### src/rtl/stx_pkg.sv
// rtl/stx_pkg.sv - shared constants and FSM encoding for the parametrised UART transmitter
package stx_pkg;

    localparam int PAR_NONE = 0;
    localparam int PAR_ODD  = 1;
    localparam int PAR_EVEN = 2;
    localparam int DIV_MIN  = 2;

    typedef enum logic [2:0] {
        ST_IDLE,
        ST_START,
        ST_DATA,
        ST_PARITY,
        ST_STOP
    } state_t;

endpackage

### src/rtl/stx_fifo.sv
// rtl/stx_fifo.sv - synchronous FIFO with registered full/empty flags
module stx_fifo #(
    parameter int WIDTH = 8,
    parameter int DEPTH = 4
) (
    input  logic             clk,
    input  logic             rst,
    input  logic             push,
    input  logic [WIDTH-1:0] wdata,
    input  logic             pop,
    output logic [WIDTH-1:0] rdata,
    output logic             full,
    output logic             empty
);

    localparam int AW = (DEPTH > 1) ? $clog2(DEPTH) : 1;

    logic [WIDTH-1:0] mem [DEPTH];
    logic [AW-1:0]    wr_ptr;
    logic [AW-1:0]    rd_ptr;
    logic [AW:0]      count;
    logic [AW:0]      count_nxt;
    logic             do_push;
    logic             do_pop;

    // A push against a full queue is dropped even if a pop happens in the same cycle.
    assign do_push = push & ~full;
    assign do_pop  = pop & ~empty;
    assign rdata   = mem[rd_ptr];

    always_comb begin
        count_nxt = count + {{AW{1'b0}}, do_push} - {{AW{1'b0}}, do_pop};
    end

    always_ff @(posedge clk) begin
        if (do_push) begin
            mem[wr_ptr] <= wdata;
        end
    end

    always_ff @(posedge clk) begin
        if (rst) begin
            wr_ptr <= '0;
            rd_ptr <= '0;
            count  <= '0;
            full   <= 1'b0;
            empty  <= 1'b1;
        end else begin
            if (do_push) wr_ptr <= wr_ptr + 1'b1;
            if (do_pop)  rd_ptr <= rd_ptr + 1'b1;
            count <= count_nxt;
            full  <= (count_nxt == (AW+1)'(DEPTH));
            empty <= (count_nxt == '0);
        end
    end

endmodule

### src/rtl/stx_param.sv
// rtl/stx_param.sv - buffered UART transmitter with compile-time frame format and run-time baud divisor
module stx_param
    import stx_pkg::*;
#(
    parameter int DATA_BITS  = 8,
    parameter int PARITY     = 0,
    parameter int STOP_BITS  = 1,
    parameter int DIV_W      = 16,
    parameter int FIFO_DEPTH = 4
) (
    input  logic                 clk,
    input  logic                 rst,
    input  logic                 tx_req,
    input  logic [DATA_BITS-1:0] tx_data,
    input  logic [DIV_W-1:0]     div_baud,
    output logic                 tx_ack,
    output logic                 tx_full,
    output logic                 tx_ovf,
    output logic                 tx_busy,
    output logic                 txd
);

    localparam logic [3:0]       LAST_DATA = 4'(DATA_BITS - 1);
    localparam logic [3:0]       LAST_STOP = 4'(STOP_BITS - 1);
    localparam logic [DIV_W-1:0] DIV_FLOOR = DIV_W'(DIV_MIN);

    state_t               state;
    logic [DIV_W-1:0]     div_q;
    logic [DIV_W-1:0]     baud_cnt;
    logic [3:0]           bit_cnt;
    logic [DATA_BITS-1:0] shreg;
    logic [DATA_BITS-1:0] word_q;
    logic [DATA_BITS-1:0] head;
    logic                 fifo_empty;
    logic                 bit_end;
    logic                 stop_done;
    logic                 load;
    logic                 ack_q;
    logic                 par_bit;
    logic                 line_bit;

    stx_fifo #(
        .WIDTH (DATA_BITS),
        .DEPTH (FIFO_DEPTH)
    ) u_fifo (
        .clk   (clk),
        .rst   (rst),
        .push  (tx_req),
        .wdata (tx_data),
        .pop   (load),
        .rdata (head),
        .full  (tx_full),
        .empty (fifo_empty)
    );

    assign bit_end   = (baud_cnt == div_q - 1'b1);
    assign stop_done = (state == ST_STOP) & bit_end & (bit_cnt == LAST_STOP);
    assign load      = ~fifo_empty & ((state == ST_IDLE) | stop_done);
    assign par_bit   = (PARITY == PAR_EVEN) ? ^word_q : ~^word_q;
    assign tx_busy   = (state != ST_IDLE) | ~fifo_empty;

    always_comb begin
        line_bit = 1'b1;
        case (state)
            ST_START:  line_bit = 1'b0;
            ST_DATA:   line_bit = shreg[0];
            ST_PARITY: line_bit = par_bit;
            default:   line_bit = 1'b1;
        endcase
    end

    // txd and tx_ack trail the state by one cycle so both stay aligned with the line.
    always_ff @(posedge clk) begin
        if (rst) begin
            state    <= ST_IDLE;
            div_q    <= DIV_FLOOR;
            baud_cnt <= '0;
            bit_cnt  <= '0;
            shreg    <= '0;
            word_q   <= '0;
            ack_q    <= 1'b0;
            tx_ack   <= 1'b0;
            tx_ovf   <= 1'b0;
            txd      <= 1'b1;
        end else begin
            txd    <= line_bit;
            ack_q  <= stop_done;
            tx_ack <= ack_q;
            tx_ovf <= tx_req & tx_full;
            if (load) begin
                shreg    <= head;
                word_q   <= head;
                div_q    <= (div_baud < DIV_FLOOR) ? DIV_FLOOR : div_baud;
                baud_cnt <= '0;
                bit_cnt  <= '0;
                state    <= ST_START;
            end else begin
                if (state != ST_IDLE) begin
                    baud_cnt <= bit_end ? '0 : baud_cnt + 1'b1;
                end
                case (state)
                    ST_IDLE: ;
                    ST_START: begin
                        if (bit_end) state <= ST_DATA;
                    end
                    ST_DATA: begin
                        if (bit_end) begin
                            shreg <= shreg >> 1;
                            if (bit_cnt == LAST_DATA) begin
                                bit_cnt <= '0;
                                state   <= (PARITY != PAR_NONE) ? ST_PARITY : ST_STOP;
                            end else begin
                                bit_cnt <= bit_cnt + 1'b1;
                            end
                        end
                    end
                    ST_PARITY: begin
                        if (bit_end) state <= ST_STOP;
                    end
                    ST_STOP: begin
                        if (bit_end) begin
                            if (bit_cnt == LAST_STOP) begin
                                bit_cnt <= '0;
                                state   <= ST_IDLE;
                            end else begin
                                bit_cnt <= bit_cnt + 1'b1;
                            end
                        end
                    end
                    default: state <= ST_IDLE;
                endcase
            end
        end
    end

endmodule

### config.mk
export PLATFORM = sky130hd
export DESIGN_NAME = stx_param
export DESIGN_NICKNAME = d
export VERILOG_FILES = /design/src/rtl/stx_pkg.sv /design/src/rtl/stx_fifo.sv /design/src/rtl/stx_param.sv
export SDC_FILE = /design/constraint.sdc
export NUM_CORES = 1
export LEC_CHECK = 0
export CAP_MARGIN = 20
export CORE_AREA = 2 2 113 115
export CTS_CLUSTER_SIZE = 16
export DETAILED_ROUTE_END_ITERATION = 8
export DIE_AREA = 0 0 115 117
export SYNTH_ARGS = -nofsm -noshare
export SYNTH_HDL_FRONTEND = slang
export SYNTH_HIERARCHICAL = 1
export SYNTH_SLANG_ARGS = --single-unit
### constraint.sdc
create_clock -name clk -period 4.3 [get_ports clk]
set_input_delay 0.43 -clock clk [delete_from_list [all_inputs] [get_ports clk]]
set_output_delay 0.43 -clock clk [all_outputs]
set_load 0.01 [all_outputs]
Yosys cells after proc, flatten, opt, wreduce, memory -nomap -nowiden
Memory sizes are Yosys's and may differ from the RTL's. A register that Yosys moved wholly into a read port is not among the register bits. Cells that the tools add are included.

Bits in registers: 68. RAM bits: 32. Input port bits: 27. Output and inout port bits: 5. Word-level logic and storage cells: 92. Memories kept: 1.

Memories: u_fifo.mem (words 4, width 8, read ports 1, clocked after memory_dff 1, wr ports 1, RTL line stx_fifo.sv:18) `logic [WIDTH-1:0] mem [DEPTH];`.

Add/subtract/negate cells: 7. Order comparisons: 1. Equal/unequal tests: 20. Muxes and demuxes: 23. Bitwise operators: 11. Reduce and logical (&&, ||, !) cells: 13.

Operators by type and width (number): two-way mux 16 bit (2); two-way mux 8 bit (3); two-way mux 3 bit (6); adder 16 x 1 -> 16 bit (second input constant) (1); == test 16 bit (1); less-than comparator 16 x 2 -> 1 bit (second input constant) (1); two-way mux 4 bit (4); subtractor 16 x 1 -> 16 bit (second input constant) (1); != test 3 x 2 -> 1 bit (second input constant) (5); case mux 3 bit (5 select lines) (1); AND reduction 7 bit (2); != test 2 bit (second input constant) (5); case mux 4 bit (2 select lines) (1); XNOR reduction 8 bit (1); bitwise AND 1 bit (6); == test 3 x 2 -> 1 bit (second input constant) (2); == test 3 bit (second input constant) (2); zero test 3 bit (2); nonzero test 2 bit (3); adder 2 x 1 -> 2 bit (second input constant) (2); adder 4 x 1 -> 4 bit (second input constant) (1); == test 4 x 3 -> 1 bit (second input constant) (1); zero test 4 bit (1); two-way mux 2 bit (2); 13 further kinds (19).

Logic depth before layout (Yosys ltp)
Gate-level depths: netlist (run 1).

Depth in word-level cells: 9. Mapped depth: 17. Gate-level depth less buffers: 17.

Modules after synthesis
Netlist (run 1), hierarchy kept.

Modules (own cells, without submodules): stx_param (instances 1, cells each 350, area an instance 3145.5 µm², sequential area each 1181.1 µm²); stx_fifo (instances 1, cells each 91, area an instance 1655.3 µm², sequential area each 1181.1 µm²).

Worst setup path before layout (run 1)
OpenSTA, ideal clock, no wires.

Kind: reg-to-reg. Start: reg div_q[2]. End: reg u_fifo.empty. Library setup time: 115 ps. Arrival: 3824 ps. Path slack: 360 ps. Stages on the path, launching flop included: 17. Path buffers: 1. Path through: dfxtp_1 buf_6 or4_4 or4_1 o2bb2ai_2 a2111oi_4 a31oi_4 clkinv_2 nor2b_1 ha_1 inv_1 ha_1 inv_1 fa_1 xor2_1 xnor2_1 a31o_1.

Cells in the longest elaborated chain, start to end: 9.

Ends and longest elaborated chain: start: declaration (RTL line stx_param.sv:28) `logic [DIV_W-1:0] div_q;`; start signal: assignment (RTL line stx_param.sv:93) `div_q <= (div_baud < DIV_FLOOR) ? DIV_FLOOR : div_baud;`; subtractor 16 x 1 -> 16 bit (RTL line stx_param.sv:56) `assign bit_end = (baud_cnt == div_q - 1'b1);`; == test 16 bit (RTL line stx_param.sv:56); bitwise AND 1 bit (2 in series) (RTL line stx_param.sv:57) `assign stop_done = (state == ST_STOP) & bit_end & (bit_cnt == LAST_STOP);`; OR 1 bit (RTL line stx_param.sv:58) `assign load = ~fifo_empty & ((state == ST_IDLE) | stop_done);`; bitwise AND 1 bit (RTL line stx_param.sv:58); via load (RTL line stx_param.sv:37) `logic load;`; bitwise AND 1 bit (RTL line stx_fifo.sv:28) `assign do_pop = pop & ~empty;`; via u_fifo.do_pop (RTL line stx_fifo.sv:24) `logic do_pop;`; subtractor 3 x 1 -> 3 bit (RTL line stx_fifo.sv:32) `count_nxt = count + {{AW{1'b0}}, do_push} - {{AW{1'b0}}, do_pop};`; zero test 3 bit (RTL line stx_fifo.sv:53) `empty <= (count_nxt == '0);`; end signal: assignment (RTL line stx_fifo.sv:53); end: declaration (RTL line stx_fifo.sv:13) `output logic empty`.

The timed path passes the listed nets, and every way through them passes these cells. A chain may end at the register's enable or synchronous reset.

Final worst setup path (run 1)
Same ends and word-level chain as after synthesis.

==> impl_metrics.ini, run 1 <==
[outcome]
status = completed

[die]
placement_rows = 41
pin_count = 32
start_util = 0.390
dieWidth_um = 115
die_area_sq_mm = 0.0135
placeableCoreArea_sq_mm = 0.0123
dieHeight_um = 117

[synth]
synth_seq_area_share = 0.492
synth_area_per_cell_sq_um = 10.9
flip_flop_and_latch_count_after_synthesis = 102
syn_nets = 479
synth_enable_flop_cells = 32
syn_inst = 441
synth.yosys.warnings = 6
synth_async_sr_flop_share = 0
main_synth_ff_type = dfxtp_1
synthesis.area_sq_mm = 0.00480
ys_types = 61

[global_routing]
globalRoute.totalOverflow = 0
top_usage_layer = met2
first_pass_grt_wire_length_mm = 16.3
grtUsageTotal = 0.157
grt_util_met3 = 0.0350
met1_usage = 0.192
grt_pass1_vias = 3214
grt_start_max_net_pins = 52
groute.layer.met2.usage = 0.275
grt_antenna_before_repair = 0

[routing]
route.vias.total = 3374
detail_route.wirelength_mm = 10.2
vias_cell = 5.42
drtAntennaViolNets = 0
drt_drc_violations_left = 0
drt-initial-drc-count = 252
wl_per_cell_um = 16.5
detailedRoute.firstPassIterationCount = 4

[critical_path]
regToRegSetupSlack_ns = 0.30
critPathRequiredTime_ns = 4.59
worst_setup_path_start_kind = flop
critPathArrivalTime_ns = 4.29
crit_path_end_kind = flop
critPathMaxFanout = 7
timing.setup.critical_path_class = flop to flop

[pwr]
ir_worst_vdd_mv = 0.305
p_per_area_mw_per_mm2 = 575
p_leak_nw = 1.95

[cells_and_area]
fin_nets = 506
syn_to_final_growth_pct = 15.5
num_antenna_cells = 0
final_layout_size_suffix_gt1_frac = 0.106

[timing]
min_period_ns = 4.00
fin_skew_ns = 0.00932
timing.final.max_slew_violations = 0
post-route-period-util = 0.930
setup-tns-final_ns = 0
whs_ns = 0.461
rsz0062_at_grt = false
timing_hold_violations_final = 0
timing_worst_slew_pin_value_ns = 0.838
timing.fmax_mhz = 250
setup_viol = 0
max_slew_margin = 0.440

[clock_network]
tritoncts = built
cts-buffers-inserted = 9
cts_num_sinks = 102
clock-root-buffer = clkbuf_16
post-cts-setup-buffer-count = 0
clk_pin_slew_worst_paths_ns = 0.07
ctsLongestPathBuffers = 2
cts.htree.levels = 3
clk_latency_ns = 0.35

[placement]
routabilityCongestion = 0.868
number_of_buffer_cells_added_on_primary_ports = 31
place.detailed.hpwl_mm = 7.28

[min_path]
hold_class = flop to flop

[flow_run]
cap_violations = 0
-- path summary, 6_finish.rpt --
kind	from	end	depth (start not counted)
worst max-delay path	div_q[2]	u_fifo/empty	15
worst min-delay path	ack_q	tx_ack	1
worst max register to register	div_q[2]	u_fifo/empty	15
worst min register to register	ack_q	tx_ack	1
-- synth_stat cells (all sizes together), types with 4 or more instances --
cell | instances | area [sq um]
or4 | 7 | 56.3
a311oi | 8 | 87.6
or3 | 5 | 31.3
a21oi | 12 | 60.1
and3 | 5 | 31.3
mux4 | 8 | 180
edfxtp | 32 | 961
nand4 | 5 | 31.3
inv | 13 | 48.8
nor3b | 4 | 30.0
nor4b | 4 | 53.8
a22o | 12 | 105
xor2 | 21 | 184
nor3 | 22 | 115
nor4 | 5 | 31.3
dfxtp | 70 | 1400
buf | 8 | 56.3
nand2 | 14 | 52.6
nand3b | 5 | 37.5
and2 | 4 | 25.0
mux2i | 11 | 110
xnor2 | 27 | 236
nor2b | 4 | 25.0
nand3 | 24 | 125
a31oi | 4 | 40.0
clkbuf | 13 | 50.0
ha | 10 | 125
o21ai | 13 | 65.1
nor2 | 42 | 158
-- flip-flops by register name, indices dropped and copies added (netlist names), 3 cells and up, named ones only --
register,count
div_q,16
word_q,8
shreg,8
state,3
u_fifo/count,3
u_fifo/mem,32
baud_cnt,16
bit_cnt,4
-- logic make-up after synthesis --
kind of cell / after synthesis / synth area share
xor+xnor: 49 / 0.0923
fa+ha+maj: 11 / 0.0302
mux: 19 / 0.0605
simple gates: 160 / 0.183
buf+inv: 35 / 0.0334
compound gates: 65 / 0.108
flops: 102 / 0.492
-- worst max-delay path: stages, from the launching register on --
cell,delay [ns]
dfxtp_1,0.41
or4_4,0.59
or4_1,0.54
o2bb2ai_2,0.17
a2111oi_4,0.34
a31oi_4,0.13
clkinv_2,0.08
nor2b_1,0.20
ha_1,0.26
inv_1,0.06
ha_1,0.13
inv_1,0.04
fa_1,0.36
xor2_1,0.16
xnor2_1,0.28
a31o_1,0.19
-- metrics by stage --
stage                      util  cell area [sq um]  setup WS, ns  cells  power (mW)
after floorplan               -               4800         0.360    441        2.12
after global placement    0.424               5230         0.387    606        2.38
final                     0.450               5540         0.299    623        3.18
after CTS                 0.449               5530         0.175    622        3.20
after detailed placement  0.424               5230         0.221    606        2.40
after global routing      0.450               5540        0.0868    623        3.37
-- where the power goes --
group	internal, mW	total (mW)	switching (mW)
sequential	1.18	1.34	0.160
combinational	0.481	1.05	0.571
clock	0.410	0.797	0.388
total	2.07	3.18	1.12
-- final cells by class --
class	count	area (sq um)
Fill cell	1197	6770
Sequential cell	102	2360
Multi-Input combinational cell	304	2290
Timing Repair Buffer	37	350
Clock buffer	9	225
Tap cell	150	188
Clock inverter	7	76.3
Inverter	14	53.8
-- routing by layer --
layer	share of wire	wire (um)
met2	0.49	5070
met1	0.45	4610
met4	0.017	173
met3	0.039	401
met5	0	0
-- timing repair --
action / CTS / global route
gates resized for setup: 0 / 1
endpoints found under the setup margin: 0 / 3
hold buffers: 0 / 0
-- cell usage in the layout (no fill, tap or decap), types with 6 or more instances in the layout --
cell / netlist / final
clkbuf_16: 0 / 9
o21ai_0: 13 / 13
a22o_1: 12 / 12
nand2_1: 14 / 14
nor2_1: 42 / 42
clkdlybuf4s50_1: 0 / 30
mux4_2: 8 / 8
xor2_1: 21 / 21
or4_1: 6 / 6
nor3_1: 21 / 21
xnor2_1: 27 / 27
ha_1: 10 / 10
inv_1: 13 / 13
nand3_1: 23 / 23
a311oi_1: 7 / 7
dfxtp_1: 70 / 70
mux2i_1: 11 / 11
a21oi_1: 12 / 12
buf_4: 0 / 6
edfxtp_1: 32 / 32
Note: power is estimated with default switching activity, not from simulation.
==> run 2, diff against run 1 <==
--- a/config.mk
+++ b/config.mk
@@ -10,6 +10,7 @@
 export CTS_CLUSTER_SIZE = 16
 export DETAILED_ROUTE_END_ITERATION = 8
 export DIE_AREA = 0 0 115 117
+export MAX_ROUTING_LAYER = met4
 export SYNTH_ARGS = -nofsm -noshare
 export SYNTH_HDL_FRONTEND = slang
 export SYNTH_HIERARCHICAL = 1
==> impl_metrics.ini, run 2 (synthesized netlist as in run 1, its figures left out) <==
[cells_and_area]
commonest_cells_after_routing_fill_and_taps_aside = dfxtp_1 (70), nor2_1 (42), edfxtp_1 (32), clkdlybuf4s50_1 (30), xnor2_1 (27)
register_area_sq_mm = 0.00236
layout_commonest_cell = dfxtp_1
num_antenna_cells = 0
largest_reg_flops = 32
final_layout_size_suffix_gt1_frac = 0.106
fin_util = 0.450
multi_input_comb_area_sq_mm = 0.00229
n_fill_cell = 1197
fin_nets = 506
syn_to_final_growth_pct = 15.5
stdcell_area_sq_mm = 0.00554
regMostFlops = u_fifo/mem
layout_top_registers = u_fifo/mem: 32 flops, baud_cnt: 16 flops, div_q: 16 flops

[clock_network]
cts.htree.levels = 3
clock-root-buffer = clkbuf_16
cts-buffers-inserted = 9
ctsLongestPathBuffers = 2
clk_pin_slew_worst_paths_ns = 0.07
post-cts-setup-buffer-count = 0
cts_num_sinks = 102
tritoncts = built
cts.repair.resized = 0
count_of_hold_buffers_inserted_by_post_cts_repair = 0
clk_latency_ns = 0.35

[routing]
detailedRoute.firstPassIterationCount = 4
vias_cell = 5.41
drt-initial-drc-count = 223
drtAntennaViolNets = 0
drt_drc_violations_left = 0
wl_per_cell_um = 16.4
detail_route.wirelength_mm = 10.2
route.vias.total = 3370

[pwr]
p_int_mw = 2.07
ir_worst_vdd_mv = 0.305
p_per_area_mw_per_mm2 = 574
power.switching_mw = 1.12
power_frac_comb = 0.330
power.switching_fraction = 0.351
p_seq_frac = 0.419
power.clock.fraction = 0.250
p_leak_nw = 1.95

[global_routing]
grt_pass1_vias = 3215
grtUsageTotal = 0.162
grt_start_max_net_pins = 52
first_pass_grt_wire_length_mm = 16.3
globalRoute.totalOverflow = 0
grt_antenna_before_repair = 0

[placement]
place.detailed.hpwl_mm = 7.28
number_of_buffer_cells_added_on_primary_ports = 31
postPlaceCellArea_sq_mm = 0.00523
routabilityCongestion = 0.882

[timing]
timing_worst_slew_pin_value_ns = 0.861
setup-tns-final_ns = 0
timing.fmax_mhz = 250
timing.final.max_slew_violations = 0
fin_skew_ns = 0.00933
min_period_ns = 4.00
timing_hold_violations_final = 0
rsz0062_at_grt = false
setup_viol = 0
max_slew_margin = 0.425
post-route-period-util = 0.930

[critical_path]
critical_path_cell_list = or4_4 > or4_1 > o2bb2ai_2 > a2111oi_4 > a31oi_4 > clkinv_2 > nor2b_1 > ha_1 > inv_1 > ha_1 > inv_1 > fa_1 > xor2_1 > xnor2_1 > a31o_1
rr_startpoint = div_q[2]
worst_path_cell_with_the_longest_stage_delay = or4_4
critPathRequiredTime_ns = 4.59
worst-r2r-cell-count = 15
critPathMaxFanout = 7
regToRegSetupSlack_ns = 0.30
timing.setup.critical_path_class = flop to flop
worst_setup_path_start_kind = flop
cp_slowest_stage_delay_ns = 0.59
reg2reg_to = u_fifo/empty
critPathArrivalTime_ns = 4.29
crit_path_end_kind = flop

[min_path]
whs_endpoint = tx_ack
holdCritStartpoint = ack_q
hold_class = flop to flop
holdPathStages = 1

[flow_run]
cap_violations = 0

[die]
start_util = 0.390
placeableCoreArea_sq_mm = 0.0123
dieHeight_um = 117
pin_count = 32
die_area_sq_mm = 0.0135
dieWidth_um = 115
placement_rows = 41

[outcome]
status = completed
## run 2: final cells by class
type	count	area share
timing repair buffer	37	0.0632
multi-input combinational	304	0.413
tap	150	0.0339
inverter	14	0.00971
clock buffer	9	0.0406
clock inverter	7	0.0138
sequential	102	0.426
## run 2: power by group through the flow
stage / logic [mW] / registers (mW) / clock network, mW
after floorplan: 0.832 / 1.29 / 0
after global placement: 1.03 / 1.35 / 0
after detailed placement: 1.05 / 1.35 / 0
after CTS: 1.05 / 1.33 / 0.816
after global routing: 1.16 / 1.36 / 0.850
final: 1.05 / 1.34 / 0.797
## run 2: layer usage
layer	GRT usage	wire (um)	up-vias	part of all wire
met3	0.0350	420	15	0.041
li1	-	-	1666	-
met2	0.275	5040	75	0.49
met5	-	0	-	0
met4	0.0538	167	0	0.016
met1	0.192	4580	1614	0.45
## run 2: worst max-delay path by stage
stage               startpoint            to  slack [ns]  cells past startpoint
floorplan             div_q[2]  u_fifo/empty        0.36                     16
global route          div_q[5]  u_fifo/empty        0.09                     15
global placement      div_q[0]  u_fifo/empty        0.39                     17
CTS                   div_q[0]  u_fifo/empty        0.17                     17
finish                div_q[2]  u_fifo/empty        0.30                     15
detailed placement    div_q[0]  u_fifo/empty        0.22                     17
## run 2: stage by stage
stage | hold slack, ns | std cells | power [mW] | worst slack, ns
finish | 0.461 | 623 | 3.18 | 0.302
global route | 0.475 | 623 | 3.37 | 0.0871
CTS | 0.463 | 622 | 3.20 | 0.175
detailed placement | 0.452 | 606 | 2.40 | 0.221
global placement | 0.457 | 606 | 2.38 | 0.387
floorplan | 0.414 | 441 | 2.12 | 0.360
## run 2: worst max-delay path, delay by kind of cell, from the launching register on
family          cells  cell delay (ns)
simple gates        3             1.33
compound gates      4             0.83
fa+ha+maj           3             0.75
xor+xnor            2             0.44
flops               1             0.41
buf+inv             3             0.18
